[src/rtl/cg_enable_ctrl.sv]
// -----------------------------------------------------------------------------
// cg_enable_ctrl
//   Producer side of an ICG enable interface. Watches the gated block for
//   sustained idleness (with hysteresis), asks it to quiesce, then drops the
//   clock enable. Wakes the clock on demand and acknowledges requesters only
//   once the clock has been running for WAKE_CYCLES cycles.
//   Lives in the always-on domain next to the ICG. All outputs are registered
//   so the ICG enable is glitch-free.
//
// Optional feature (macro CG_STATS_EN):
//   defined   -> gate_events_o / gated_cycles_o are saturating statistics
//   undefined -> both tied to 0, no counter flops
//
// Ports:
//   clk             free-running clock
//   rst_n           asynchronous active-low reset
//   busy_i          gated block has work pending / in flight
//   wake_req_i      4-phase wake request
//   wake_ack_o      4-phase wake acknowledge (only ever high in RUN)
//   quiesce_req_o   ask block to drain and park
//   quiesce_ack_i   block confirms safe-to-gate
//   force_on_i      software override, keeps clock running
//   cg_en_o         ICG enable, 1 = clock running
//   gated_o         high while clock is gated
//   gate_events_o   number of entries into the gated state
//   gated_cycles_o  number of cycles with cg_en_o = 0
// -----------------------------------------------------------------------------
module cg_enable_ctrl #(
   parameter int IDLE_CYCLES = 16,
   parameter int WAKE_CYCLES = 2,
   parameter int STAT_W      = 16
) (
   input  logic                clk,
   input  logic                rst_n,
   input  logic                busy_i,
   input  logic                wake_req_i,
   output logic                wake_ack_o,
   output logic                quiesce_req_o,
   input  logic                quiesce_ack_i,
   input  logic                force_on_i,
   output logic                cg_en_o,
   output logic                gated_o,
   output logic [STAT_W-1:0]   gate_events_o,
   output logic [2*STAT_W-1:0] gated_cycles_o
);

   localparam int ICNT_W = $clog2(IDLE_CYCLES + 1);
   localparam int WCNT_W = $clog2(WAKE_CYCLES + 1);
   localparam logic [ICNT_W-1:0] IDLE_LAST = ICNT_W'(IDLE_CYCLES - 1);
   localparam logic [WCNT_W-1:0] WAKE_LAST = WCNT_W'(WAKE_CYCLES - 1);

   typedef enum logic [2:0] {
      S_RUN,
      S_IDLE_WAIT,
      S_QUIESCE,
      S_GATED,
      S_WAKE
   } state_e;

   state_e              state_q, state_d;
   logic [ICNT_W-1:0]   idle_cnt_q, idle_cnt_d;
   logic [WCNT_W-1:0]   wake_cnt_q, wake_cnt_d;
   logic                cg_en_q, quiesce_req_q, wake_ack_q, gated_q;

   logic wake, idle;
   assign wake = wake_req_i | force_on_i;
   assign idle = ~busy_i & ~wake;

   always_comb begin
      state_d    = state_q;
      idle_cnt_d = idle_cnt_q;
      wake_cnt_d = wake_cnt_q;
      case (state_q)
         S_RUN: begin
            if (idle) begin
               state_d    = S_IDLE_WAIT;
               idle_cnt_d = '0;
            end
         end
         S_IDLE_WAIT: begin
            if (!idle) begin
               state_d    = S_RUN;
               idle_cnt_d = '0;
            end else if (idle_cnt_q == IDLE_LAST) begin
               state_d    = S_QUIESCE;
               idle_cnt_d = '0;
            end else if (idle_cnt_q != '1) begin
               idle_cnt_d = idle_cnt_q + 1'b1;
            end
         end
         S_QUIESCE: begin
            // A wake request aborts gating even if the ack lands in the same cycle.
            if (wake) begin
               state_d = S_RUN;
            end else if (quiesce_ack_i && !busy_i) begin
               state_d = S_GATED;
            end
         end
         S_GATED: begin
            if (wake || busy_i) begin
               state_d    = S_WAKE;
               wake_cnt_d = '0;
            end
         end
         S_WAKE: begin
            if (wake_cnt_q == WAKE_LAST) begin
               state_d = S_RUN;
            end else if (wake_cnt_q != '1) begin
               wake_cnt_d = wake_cnt_q + 1'b1;
            end
         end
         default: begin
            state_d = S_RUN;
         end
      endcase
   end

   // Outputs are decoded from the next state and registered, so the enable
   // changes exactly on the edge that changes state.
   always_ff @(posedge clk or negedge rst_n) begin
      if (!rst_n) begin
         state_q       <= S_RUN;
         idle_cnt_q    <= '0;
         wake_cnt_q    <= '0;
         cg_en_q       <= 1'b1;
         quiesce_req_q <= 1'b0;
         wake_ack_q    <= 1'b0;
         gated_q       <= 1'b0;
      end else begin
         state_q       <= state_d;
         idle_cnt_q    <= idle_cnt_d;
         wake_cnt_q    <= wake_cnt_d;
         cg_en_q       <= (state_d != S_GATED);
         quiesce_req_q <= (state_d == S_QUIESCE) || (state_d == S_GATED);
         gated_q       <= (state_d == S_GATED);
         // Ack only for a request seen while already settled in RUN.
         wake_ack_q    <= (state_q == S_RUN) && (state_d == S_RUN) && wake_req_i;
      end
   end

   assign cg_en_o       = cg_en_q;
   assign quiesce_req_o = quiesce_req_q;
   assign wake_ack_o    = wake_ack_q;
   assign gated_o       = gated_q;

`ifdef CG_STATS_EN
   logic                gate_entry;
   logic [STAT_W-1:0]   gate_events_q;
   logic [2*STAT_W-1:0] gated_cycles_q;

   assign gate_entry = (state_q == S_QUIESCE) && (state_d == S_GATED);

   always_ff @(posedge clk or negedge rst_n) begin
      if (!rst_n) begin
         gate_events_q  <= '0;
         gated_cycles_q <= '0;
      end else begin
         if (gate_entry && (gate_events_q != '1)) begin
            gate_events_q <= gate_events_q + 1'b1;
         end
         if (!cg_en_q && (gated_cycles_q != '1)) begin
            gated_cycles_q <= gated_cycles_q + 1'b1;
         end
      end
   end

   assign gate_events_o  = gate_events_q;
   assign gated_cycles_o = gated_cycles_q;
`else
   assign gate_events_o  = '0;
   assign gated_cycles_o = '0;
`endif

endmodule

[config.mk]
export PLATFORM = sky130hd
export DESIGN_NAME = cg_enable_ctrl
export DESIGN_NICKNAME = d
export VERILOG_FILES = /design/src/rtl/cg_enable_ctrl.sv
export SDC_FILE = /design/constraint.sdc
export NUM_CORES = 1
export LEC_CHECK = 0
export CAP_MARGIN = 15
export CORE_ASPECT_RATIO = 1.5
export CORE_UTILIZATION = 39
export CTS_CLUSTER_DIAMETER = 200
export CTS_CLUSTER_SIZE = 14
export DETAILED_ROUTE_END_ITERATION = 10
export GPL_ROUTABILITY_DRIVEN = 0
export GPL_TIMING_DRIVEN = 1
export PLACE_DENSITY = 0.78
export SLEW_MARGIN = 20
export SYNTH_ARGS = -nofsm -noshare
export SYNTH_HDL_FRONTEND = slang
export SYNTH_SLANG_ARGS = --single-unit
[constraint.sdc]
create_clock -name clk -period 1.9 [get_ports clk]
set_input_delay 0.38 -clock clk [delete_from_list [all_inputs] [get_ports clk]]
set_output_delay 0.38 -clock clk [all_outputs]
set_load 0.05 [all_outputs]
==> reports/metrics.cfg <==
[clock_tree]
cts.repair.resized=0
postCtsHoldBufs=0
htreeDepth=1
cts_root_buffer=clkbuf_8
cts_setup_buffers=0
cts_buffers=3
cts_sinks=14
path_clk_slew_ps=60
cts_tree=done
insertion_delay_ps=240
clock_path_buffers=2

[pwr]
pwr-share-clk_pct=29.1
power.switching_uw=353.9
p_per_area_mw_per_mm2=771.0
peakVddDrop_uv=248.5
p_int_uw=493.1
power_frac_seq_pct=38.0
combPwrFrac_pct=32.9
swShare_pct=41.78
power_uw=847.0
p_leak_nw=0.5414

[synth]
ys_top_cells_by_area=buf_4 (33%), dfrtp_1 (30%), ha_1 (3.5%)
synth_edf_count=0
ys.flop_type=dfrtp_1
synthSimpleGateAreaFrac_pct=13.59
synth_xor_area_share_pct=0
synthArstFlopShare_pct=100.0
yosysWarnings=0
seq_area_frac_synth_pct=32.64
synth_top_family_by_area=buffers and inverters
yosysMostFrequentCell=buf_4
synth_compound_area_share_pct=12.43
synth_top_area_share_pct=33.45
synth_commonest_cells=buf_4 (48), dfrtp_1 (13), a31oi_1 (4), inv_1 (4)
synth_top_area_cell=buf_4
ys_types=39
syn_area_mm2=0.001077
yosys.area_share.adder_pct=3.484
synth.area.mux_share_pct=0.9292
syn_avg_cell_area_um2=9.368
netlist_instances=115
synth_seq_cells=14

[placed_design]
place_area_mm2=0.001054
hpwl_mm=1.277
dpl_worst_slack_ps=-61.79
port_buffers=9
dpl.cell_count=163

[die]
fp.dieH_um=66.37
start_util_pct=40.69
die_x_um=44.91
ios=58
coreArea_mm2=0.002648
fp.dieArea_mm2=0.002981
rows=23

[cells_and_area]
nFillCells=265
final_nets=140
stdcell_area_mm2=0.001099
drive_gt1_share_pct=11.54
instances_no_fill=167
multiInputGateArea_um2=508.0
diodes=0
final_core_util_pct=41.49
seq_area_um2=351.6
area_growth_pct=1.974

[timing]
fin_ws_ps=169.1
finalSetupTns_ps=0
hold_viol=0
drv_slew=0
holdWs_ps=507.1
max_slew_margin_pct=58.30
setup_viol=0
fin_crit_ps=1731
finalCritPeriodShare_pct=91.10
clock_skew_ps=5.835
worst_pin_slew_ps=623.5
max_freq_mhz=577.7
rsz0062_at_grt=false

[route]
route.met2.wl_um=954
wl_met3_um=106
antenna_left=0
drc_errors=0
wl_met1_um=545
routed.top_layer=met4
routed_wl_mm=1.648
drt-initial-drc-count=17
vias_per_cell=4.311
wl_per_cell_um=9.868
drtPass1Iterations=4
vias=720

[critical_path]
crit_path_start_kind=flip-flop
path_cells=clkdlybuf4s50_1
rrSetupSlack_ps=220
max_stage_delay_ps=790
critPathArrivalTime_ps=1350
crit_family=buffers and inverters
crit_type=reg -> out
cp_num_buf_inv=1
rr_worst_depth=3
cp_max_fo=1
r2r-end=idle_cnt_q[3]
rr_startpoint=state_q[2]
cp.required_ps=1520
worst_path_max_delay_cell=clkdlybuf4s50_1
end_kind=primary output

[hold_path]
worstHoldStart=idle_cnt_q[0]
whs_endpoint=idle_cnt_q[0]
hp-class=reg -> reg
hold_path_depth=1

[outcome]
status=finished clean

[global_route]
grt_start_max_net_pins=15
grt_pass1_vias=612
grtUsageTotal_pct=11.26
grt_pass1_wl_mm=2.490
antenna_found_initial=0
overflow=0

[run]
cap_violations=0

[registers in the layout (all words and copies together) (netlist names)]
signal,count
wake_cnt_q,2
state_q,3
wake_ack_o,1
cg_en_o,1
idle_cnt_q,5
quiesce_req_o,1
gated_o,1
[cells by family after synthesis]
logic type	Yosys count
AO/OA/AOI/OAI	18
AND/OR/NAND/NOR	23
flip-flops	14
multiplexers	1
other	1
adder cells (fa/ha/maj)	3
buffers and inverters	55
[power by group through the flow]
stage / clock, mW / sequential, mW / combinational [mW]
finish: 0.246 / 0.322 / 0.279
CTS: 0.252 / 0.322 / 0.278
global route: 0.270 / 0.324 / 0.293
global placement: 0 / 0.326 / 0.275
detailed placement: 0 / 0.326 / 0.278
floorplan: 0 / 0.330 / 0.314
[worst max-delay path by stage]
stage	startpoint	end	slack, ps	depth (start not counted)
2_1_floorplan	state_q[2]	idle_cnt_q[3]	320	4
3_3_place_gp	force_on_i	idle_cnt_q[3]	-30	4
3_5_place_dp	force_on_i	idle_cnt_q[3]	-60	4
4_1_cts	gated_o	gated_o	160	1
5_1_grt	force_on_i	idle_cnt_q[3]	120	4
6_report	wake_ack_o	wake_ack_o	170	1
[routing by layer]
metal,GRT usage (%),vias to the layer above
met3,1.913,6
met5,0,-
li1,-,332
met4,6.818,0
met2,21.69,38
met1,10.29,344
[cell usage in the layout (no fill, tap or decap), types with 2 or more instances in the layout]
| cell type | instances |
|---|---|
| a31oi_1 | 4 |
| dfrtp_1 | 13 |
| nor3_1 | 3 |
| nand3_1 | 2 |
| clkbuf_8 | 3 |
| buf_4 | 7 |
| conb_1 | 48 |
| clkdlybuf4s50_1 | 8 |
| inv_1 | 4 |
| nand2_1 | 3 |
| nand4_1 | 2 |
| ha_1 | 3 |
| or2_2 | 2 |
| o211ai_1 | 2 |
[layout make-up]
cell class	count	share of cell area [%]
well taps	37	4.214
repair buffers	15	12.07
multi-input cells	93	46.24
clock buffers	4	4.100
flip-flops and latches	14	32.00
inverters	4	1.367
Power figures use the tool's default switching activity.
